==> config.mk <==
export PLATFORM = sky130hd
export DESIGN_NAME = seq_pattern_tx
export DESIGN_NICKNAME = d
export VERILOG_FILES = /design/src/rtl/seq_pkg.sv /design/src/rtl/seq_tx_shifter.sv /design/src/rtl/seq_pattern_tx.sv
export SDC_FILE = /design/constraint.sdc
export NUM_CORES = 1
export LEC_CHECK = 0
export ABC_AREA = 1
export ABC_CLOCK_PERIOD_IN_PS = 2800
export CAP_MARGIN = 30
export CORE_ASPECT_RATIO = 1.75
export CORE_MARGIN = 8
export CORE_UTILIZATION = 35
export CTS_CLUSTER_SIZE = 12
export DETAILED_ROUTE_END_ITERATION = 16
export GPL_TIMING_DRIVEN = 0
export PLACE_DENSITY_LB_ADDON = 0.2
export SETUP_SLACK_MARGIN = 0.05
export SYNTH_ARGS = -nofsm -noshare
export SYNTH_HDL_FRONTEND = slang
export SYNTH_SLANG_ARGS = --single-unit
==> constraint.sdc <==
create_clock -name clk -period 2.8 [get_ports clk]
set_clock_uncertainty 0.2 [all_clocks]
set_input_delay 0.28 -clock clk [delete_from_list [all_inputs] [get_ports clk]]
set_output_delay 0.28 -clock clk [all_outputs]
set_load 0.005 [all_outputs]
==> src/rtl/seq_pkg.sv <==
`default_nettype none
// ============================================================================
//  Module      : seq_pkg
//  Description : Shared constants for the serial bit-sequence family
//                (pattern transmitter and detectors): state encoding and
//                default sizing of pattern, length and repeat fields.
//  Revision    : 1.0 - initial release
// ============================================================================
package seq_pkg;

    // Default sizing shared by the transmitter and the detector blocks
    localparam int SEQ_PAT_W = 8;
    localparam int SEQ_LEN_W = 4;
    localparam int SEQ_CNT_W = 4;

    // Transmitter state encoding
    localparam logic [1:0] SEQ_IDLE = 2'b00;
    localparam logic [1:0] SEQ_SEND = 2'b01;
    localparam logic [1:0] SEQ_DONE = 2'b10;

endpackage
`default_nettype wire

==> src/rtl/seq_tx_shifter.sv <==
`default_nettype none
// ============================================================================
//  Module      : seq_tx_shifter
//  Description : Captured pattern store for seq_pattern_tx. Holds the
//                pattern and clamped length, tracks the index of the bit
//                currently on the line and selects the bit that should be
//                presented after the next clock edge (MSB-first).
//  Ports       : clk       - system clock
//                reset     - asynchronous active-high reset
//                load_i    - capture pattern_i / len_i this edge
//                adv_i     - step the bit counter this edge
//                pattern_i - pattern word to capture
//                len_i     - requested length (clamped to PAT_W)
//                bit_o     - bit to drive on the line after this edge
//                last_o    - current bit is the last of a pass
//  Revision    : 1.0 - initial release
// ============================================================================
module seq_tx_shifter
    import seq_pkg::*;
#(
    parameter int PAT_W = SEQ_PAT_W,
    parameter int LEN_W = SEQ_LEN_W
) (
    input  logic             clk,
    input  logic             reset,
    input  logic             load_i,
    input  logic             adv_i,
    input  logic [PAT_W-1:0] pattern_i,
    input  logic [LEN_W-1:0] len_i,
    output logic             bit_o,
    output logic             last_o
);

    localparam logic [LEN_W-1:0] C_PAT_LEN = LEN_W'(PAT_W);
    localparam logic [LEN_W-1:0] C_ONE     = LEN_W'(1);

    logic [PAT_W-1:0] pat_q;
    logic [LEN_W-1:0] len_q;
    logic [LEN_W-1:0] cnt_q;
    logic [LEN_W-1:0] cnt_d;
    logic [LEN_W-1:0] len_c;
    logic [LEN_W-1:0] idx;
    logic             last;

    assign len_c  = (len_i > C_PAT_LEN) ? C_PAT_LEN : len_i;
    assign last   = (cnt_q == (len_q - C_ONE));
    assign last_o = last;

    // Counter wraps at the pass boundary so the captured pattern replays.
    assign cnt_d  = last ? '0 : (cnt_q + C_ONE);

    // On a load the first bit comes straight from the inputs so it can be
    // registered onto the line in the same edge that captures the pattern.
    always_comb begin
        idx   = '0;
        bit_o = 1'b0;
        if (load_i) begin
            idx   = len_c - C_ONE;
            bit_o = |(pattern_i & (PAT_W'(1) << idx));
        end else begin
            idx   = len_q - C_ONE - cnt_d;
            bit_o = |(pat_q & (PAT_W'(1) << idx));
        end
    end

    always_ff @(posedge clk or posedge reset) begin
        if (reset) begin
            pat_q <= '0;
            len_q <= '0;
            cnt_q <= '0;
        end else if (load_i) begin
            pat_q <= pattern_i;
            len_q <= len_c;
            cnt_q <= '0;
        end else if (adv_i) begin
            cnt_q <= cnt_d;
        end
    end

endmodule
`default_nettype wire

==> src/rtl/seq_pattern_tx.sv <==
`default_nettype none
// ============================================================================
//  Module      : seq_pattern_tx
//  Description : Serial pattern transmitter. Captures a pattern on start,
//                sends it MSB-first one bit per clock with a valid strobe,
//                repeats it rep extra times back-to-back, then pulses done.
//  Ports       : clk     - system clock, rising edge
//                reset   - asynchronous active-high reset
//                start   - transmit request (IDLE only)
//                pattern - bits to send, bit len-1 first
//                len     - pattern length 1..PAT_W (0 ignored, >PAT_W clamped)
//                rep     - extra passes (total passes = rep+1)
//                abort   - cancel an in-progress transmission
//                x       - serial data bit (0 when not valid)
//                valid   - x carries a pattern bit
//                busy    - transmission in progress
//                done    - one-cycle completion pulse
//  Revision    : 1.0 - initial release
// ============================================================================
module seq_pattern_tx
    import seq_pkg::*;
#(
    parameter int PAT_W = SEQ_PAT_W,
    parameter int LEN_W = SEQ_LEN_W,
    parameter int CNT_W = SEQ_CNT_W
) (
    input  logic             clk,
    input  logic             reset,
    input  logic             start,
    input  logic [PAT_W-1:0] pattern,
    input  logic [LEN_W-1:0] len,
    input  logic [CNT_W-1:0] rep,
    input  logic             abort,
    output logic             x,
    output logic             valid,
    output logic             busy,
    output logic             done
);

    logic [1:0]       state_q;
    logic [1:0]       state_d;
    logic [CNT_W-1:0] pass_q;
    logic [CNT_W-1:0] rep_q;
    logic             x_q,     x_d;
    logic             valid_q, valid_d;
    logic             busy_q,  busy_d;
    logic             done_q,  done_d;

    logic             load;
    logic             sending;
    logic             sh_bit;
    logic             sh_last;
    logic             final_bit;

    assign load      = (state_q == SEQ_IDLE) && start && (len != '0);
    assign sending   = (state_q == SEQ_SEND);
    assign final_bit = sending && sh_last && (pass_q == rep_q);

    seq_tx_shifter #(
        .PAT_W (PAT_W),
        .LEN_W (LEN_W)
    ) u_shifter (
        .clk       (clk),
        .reset     (reset),
        .load_i    (load),
        .adv_i     (sending),
        .pattern_i (pattern),
        .len_i     (len),
        .bit_o     (sh_bit),
        .last_o    (sh_last)
    );

    // Next-state logic
    always_comb begin
        state_d = state_q;
        case (state_q)
            SEQ_IDLE: if (load)           state_d = SEQ_SEND;
            SEQ_SEND: if (abort)          state_d = SEQ_IDLE;
                      else if (final_bit) state_d = SEQ_DONE;
            SEQ_DONE:                     state_d = SEQ_IDLE;
            default:                      state_d = SEQ_IDLE;
        endcase
    end

    // Outputs are decoded from the next state so they appear registered in
    // the same cycle the state they describe becomes current.
    always_comb begin
        valid_d = (state_d == SEQ_SEND);
        busy_d  = (state_d == SEQ_SEND);
        done_d  = (state_d == SEQ_DONE);
        x_d     = valid_d & sh_bit;
    end

    // State, pass counter and output registers
    always_ff @(posedge clk or posedge reset) begin
        if (reset) begin
            state_q <= SEQ_IDLE;
            pass_q  <= '0;
            rep_q   <= '0;
            x_q     <= 1'b0;
            valid_q <= 1'b0;
            busy_q  <= 1'b0;
            done_q  <= 1'b0;
        end else begin
            state_q <= state_d;
            x_q     <= x_d;
            valid_q <= valid_d;
            busy_q  <= busy_d;
            done_q  <= done_d;
            if (load) begin
                rep_q  <= rep;
                pass_q <= '0;
            end else if (sending && sh_last) begin
                pass_q <= pass_q + CNT_W'(1);
            end
        end
    end

    assign x     = x_q;
    assign valid = valid_q;
    assign busy  = busy_q;
    assign done  = done_q;

endmodule
`default_nettype wire
### Word-level counts from Yosys, hierarchy flattened

Index checks and enable logic that the tools add are counted.

* register bits after elaboration: 29
* latch bits: 0
* bits in writable memories: 0
* ROM bits: 0
* input bits: 20
* output and inout port bits: 4
* memories: 0

* add/sub/neg operators: 5
* multipliers: 0
* divide/modulo/power cells: 0
* $lt $le $gt $ge: 1
* eq/ne operators: 5
* shift operators: 2
* muxes and demuxes: 11
* bitwise logic cells: 3
* reduce and logical (&&, ||, !) cells: 10

Operators with widths (number)
* $mux W4: 6
* $and A8 B8 Y8: 2
* $reduce_or A8 Y1: 2
* $shl A1 B4 Y8 const A: 2
* $add A4 B1 Y4 const B: 2
* $eq A4 B4 Y1: 2
* $sub A4 B1 Y4 const B: 2
* $mux W2: 3
* $eq A2 B1 Y1 const B: 2
* $gt A4 B4 Y1 const B: 1
* $logic_and A1 B1 Y1: 4
* $pmux W2 S2: 1
* $reduce_bool A2 Y1: 2
* $reduce_bool A4 Y1: 1
* $sub A4 B4 Y4: 1
* $eq A2 B2 Y1 const B: 1
* $logic_not A2 Y1: 1
* $and A1 B1 Y1: 1
* $mux W1: 1

### Longest topological paths before layout

Gate-level depths: netlist of the first run.

* word-level depth: 9
* gate-level depth with buffers: 22
* depth with buffers taken out: 22

### Hierarchy

From an unflattened synthesis of the first run, not the netlist that was laid out.

* cell total of the unflattened synthesis: 241
* area, all modules: 1779.2 µm²

By module, submodules not included
* seq_tx_shifter: instances 1, cells each 162, area each 1148.6 µm², sequential area each 400.4 µm²
* seq_pattern_tx: instances 1, cells each 79, area each 630.6 µm², sequential area each 325.3 µm²

### Least setup slack after synthesis of the first run

Ideal clock, no wire load.

* path kind: flip-flop to flip-flop
* from: register u_shifter.len_q[0]
* to: register x_q (netlist: x)
* library setup time: 77 ps
* arrival time: 2724 ps
* required time: 2523 ps
* path slack: -201 ps
* cell stages (with the launch flop): 22
* buffers on the path: 0
* period minus slack after synthesis: 3001 ps
* cells stage by stage: dfrtp_1 > inv_2 > ha_1 > inv_1 > nand2_1 > nand3_1 > nor2_2 > nand2_4 > nand2_1 > inv_1 > ha_1 > fa_1 > inv_1 > nor2_1 > nand2_1 > nand2_1 > nor2_1 > nand2_1 > nand2_1 > nor2_1 > nand3_1 > a21oi_1

* longest elaborated chain between the ends: 9
* elaborated cells between the ends (all ways): 15
* classes of those cells: add/sub (2); eq/ne (2); shift (1); mux (5); bitwise (2); reduce/logical (3)

RTL lines
* start, declared: line seq_tx_shifter.sv:38 `logic [LEN_W-1:0] len_q;`
* start signal, assigned: line seq_tx_shifter.sv:73 `len_q <= len_c;`
* $sub A4 B1 Y4 *: line seq_tx_shifter.sv:46, seq_tx_shifter.sv:61
* $eq A4 B4 Y1: line seq_tx_shifter.sv:46 `assign last = (cnt_q == (len_q - C_ONE));`
* $mux W4 / $logic_and A1 B1 Y1 (equally long branches): line seq_tx_shifter.sv:50, seq_pattern_tx.sv:57
* $sub A4 B4 Y4 / $logic_and A1 B1 Y1 (equally long branches): line seq_tx_shifter.sv:61, seq_pattern_tx.sv:57
* $shl A1 B4 Y8 / $mux W2 (equally long branches): line seq_tx_shifter.sv:62, seq_pattern_tx.sv:79
* $and A8 B8 Y8 / $mux W2 (equally long branches): line seq_tx_shifter.sv:62, seq_pattern_tx.sv:78
* $reduce_or A8 Y1 / $pmux W2 S2 (equally long branches): line seq_tx_shifter.sv:62, seq_pattern_tx.sv:76
* $mux W1 / $eq A2 B1 Y1 (equally long branches): line seq_tx_shifter.sv:57, seq_pattern_tx.sv:88
* $and A1 B1 Y1 *: line seq_pattern_tx.sv:91 `x_d = valid_d & sh_bit;`
* named net x_d: line seq_pattern_tx.sv:44 `logic x_q, x_d;`
* end signal, assigned: line seq_pattern_tx.sv:100 `x_q <= 1'b0;`
* end signal, assigned: line seq_pattern_tx.sv:106 `x_q <= x_d;`
* end, declared: line seq_pattern_tx.sv:44

Mark *: on every way through the listed nets, which the timed path passes. The rest lies on a longest branch.
A chain may end at the register's enable or synchronous reset.

### Worst setup path after layout of the first run

Same ends and word-level chain as after synthesis.

==> results of run 1 <==
==> cells by family (layout without fill, tap and decap cells) <==
logic type                 after synthesis  after routing  synth area share
buffers and inverters                   43             85            0.0970
xor gates and xnor gates                 6              6            0.0297
adders and majority gates                7              7            0.0538
and+or+nand+nor                        129            129             0.324
DFF                                     29             29             0.411
AOI/OAI and AO/OA                       24             24            0.0843
==> worst max-delay path by stage <==
stage,start,end,slack [ns],depth (start not counted)
5_1_grt,u_shifter.len_q[0],x,-0.36,21
6_report,u_shifter.len_q[0],x,-0.17,20
4_1_cts,u_shifter.len_q[0],x,-0.27,21
3_3_place_gp,u_shifter.len_q[0],x,-0.55,21
2_1_floorplan,u_shifter.len_q[0],x,-0.11,21
3_5_place_dp,u_shifter.len_q[0],x,-0.56,21
==> layer usage <==
metal / wire [µm] / share of wire
met1: 1680 / 0.39
met2: 2440 / 0.56
met3: 84 / 0.019
met4: 144 / 0.033
met5: 0 / 0
==> area by class of cell <==
class / instances / area [µm²]
Buffer: 4 / 25.0
Sequential cell: 29 / 726
Multi-Input combinational cell: 166 / 951
Clock buffer: 5 / 68.8
Clock inverter: 1 / 5.00
Timing Repair Buffer: 36 / 348
Tap cell: 54 / 67.6
Fill cell: 504 / 2590
Inverter: 39 / 149
==> flip-flops by register name, indices dropped and copies added, names as in the netlist <==
signal / count
busy: 1
x: 1
done: 1
u_shifter.pat_q: 8
u_shifter.len_q: 4
rep_q: 4
state_q: 2
pass_q: 4
u_shifter.cnt_q: 4
==> placed cells by master (no fill, tap or decap) <==
| master | count |
|---|---|
| nand2_1 | 73 |
| inv_1 | 32 |
| dfrtp_1 | 29 |
| clkdlybuf4s50_1 | 23 |
| nand3_1 | 21 |
| buf_4 | 14 |
| nand2_2 | 13 |
| nor2_1 | 8 |
| o21ai_0 | 7 |
| inv_2 | 6 |
| clkbuf_8 | 5 |
| nand4_1 | 4 |
| o22ai_1 | 4 |
| xnor2_1 | 4 |
| ha_1 | 4 |
| nand3_2 | 3 |
| a21oi_2 | 3 |
| a21oi_1 | 3 |
| buf_2 | 2 |
| nor2_4 | 2 |
| nand2_4 | 2 |
| o21ai_2 | 2 |
| xor2_1 | 2 |
| nor2_2 | 2 |
| o21ai_1 | 2 |
| ha_4 | 2 |
| inv_4 | 1 |
| nor2_8 | 1 |
| o211ai_1 | 1 |
| a211o_1 | 1 |
| a22oi_1 | 1 |
| fa_2 | 1 |
| clkinv_2 | 1 |
| buf_16 | 1 |
==> report_power, final <==
group          leakage [nW]  switching (W)  internal (W)
clock                0.0399       0.000148      0.000163
combinational         0.794       0.000733      0.000571
sequential            0.372      0.0000805      0.000520
==> worst max-delay path, stage by stage, from the launching register on <==
cell,delay (ns)
dfrtp_1,0.39
inv_2,0.10
ha_4,0.22
nand2_1,0.07
nand3_2,0.09
nor2_4,0.14
nand2_4,0.08
nand2_4,0.06
inv_2,0.04
ha_4,0.15
fa_2,0.61
inv_2,0.05
nor2_2,0.09
nand2_1,0.06
nand2_1,0.06
nor2_1,0.04
nand2_1,0.07
nand2_1,0.06
nor2_2,0.10
nand3_1,0.10
a21oi_2,0.12
==> synthesized netlist by cell type, types with 3 or more instances <==
master   count  share of area
nand2_1     81           0.17
inv_1       36          0.076
dfrtp_1     29           0.41
nand3_1     23          0.065
nor2_1      10          0.021
o21ai_0      7          0.020
ha_1         6          0.042
nand2_2      6          0.021
a21oi_1      4          0.011
nand4_1      4          0.014
o22ai_1      4          0.014
xnor2_1      4          0.020
inv_2        3         0.0064
==> repair_timing <==
action,CTS,global route
setup endpoints to repair,1,1
buffers inserted,10,2
pin swaps,13,13
resized for setup,13,11
hold buffers,0,0
==> through the flow <==
stage	area [µm²]	setup slack, ns	setup TNS, ns	hold WS (ns)	util
detailed placement	2100	-0.564	-0.564	0.268	0.426
floorplan	1780	-0.115	-0.115	0.146	-
CTS	2290	-0.274	-0.274	0.139	0.465
global placement	2080	-0.552	-0.552	0.267	0.421
global route	2340	-0.356	-0.356	0.197	0.474
finish	2340	-0.174	-0.174	0.120	0.474
==> impl_metrics.json, run 1 <==
{
  "drtPass1Iterations": 4,
  "grt_pass1_wl_mm": 7.59,
  "p_total_w": 0.00222,
  "cts-htree-levels": 2,
  "setup_ws_ns": -0.174,
  "cts_buffer_depth": 2,
  "irDropWorstVdd_mv": 0.444,
  "max_freq_mhz": 336,
  "cap_violations": 0,
  "coreArea_mm2": 0.00493,
  "synthCells": 238,
  "finalSetupViolations": 1,
  "r2r_cells": 20,
  "cts.clk_slew.worst_paths_ns": 0.06,
  "r2r_start": "u_shifter.len_q[0]",
  "p_leak_nw": 1.21,
  "io_buffers": 23,
  "min_period_over_period": 1.06,
  "vias": 1587,
  "post_drt_wl_per_cell_um": 13.0,
  "track_usage": 0.123,
  "violations": "setup timing",
  "gr-usage-met3": 0.0197,
  "postSynthAreaPerCell_um2": 7.42,
  "die_area_mm2": 0.00767,
  "power_density_mw_per_mm2": 947,
  "hold_class": "in2async",
  "drv_slew": 0,
  "ys_ff_latch": 29,
  "route.detailed.drc": 0,
  "hold_viol_final": 0,
  "rsz0062_at_grt": "true",
  "start_util": 0.358,
  "insertion_delay_ns": 0.27,
  "outcome": "finished with violations",
  "wirelength_mm": 4.35,
  "root_buffer": "clkbuf_8",
  "tightest_slew_ns": 0.488,
  "r2r_end": "x",
  "gr-usage-met2": 0.238,
  "slew_headroom": 0.674,
  "place_congestion": 0.792,
  "synth_fp_nets": 265,
  "end_kind": "flop",
  "diodes": 0,
  "ys_seq_area_frac": 0.411,
  "yosysUniqueCellTypes": 27,
  "antenna_found_initial": 0,
  "drive_above_1_share": 0.218,
  "path_class": "reg2reg",
  "path_max_fanout": 4,
  "final_net_count": 308,
  "grt_pass1_vias": 1653,
  "final_cell_count_no_fill": 334,
  "r2r_slack_ns": -0.17,
  "grt_max_degree": 21,
  "grtUsageMet1": 0.120,
  "dp.cells": 316,
  "vias_per_cell": 4.75,
  "dr.first_iter.drc_count": 57,
  "rows": 34,
  "syn_to_final_growth_pct": 32.4,
  "ys.flop_type": "dfrtp_1",
  "syn_area_mm2": 0.00177,
  "clock_sinks": 29,
  "top_usage_layer": "met2",
  "die_w_um": 69.7,
  "cts_buffers": 5,
  "arrival_ns": 2.98,
  "cts_tree": "built",
  "async_reset_ff_frac": 1.00,
  "post-route-min-period_ns": 2.97,
  "dpl.hpwl_mm": 3.32,
  "synth-warning-count": 0,
  "ios": 24,
  "required_ns": 2.81,
  "overflow": 0,
  "die_h_um": 110,
  "synth-edff-count": 0,
  "ant_nets": 0,
  "critPathLaunchType": "flop"
}
Power figures use the tool's default switching activity.
==> run 2: changes to the inputs <==
--- a/config.mk
+++ b/config.mk
@@ -11,6 +11,7 @@
 export CORE_ASPECT_RATIO = 1.75
 export CORE_MARGIN = 8
 export CORE_UTILIZATION = 35
+export CTS_CLUSTER_DIAMETER = 100
 export CTS_CLUSTER_SIZE = 12
 export DETAILED_ROUTE_END_ITERATION = 16
 export GPL_TIMING_DRIVEN = 0
==> results of run 2 <==
No change in the layout: final DEF, timing and power equal those of run 1.
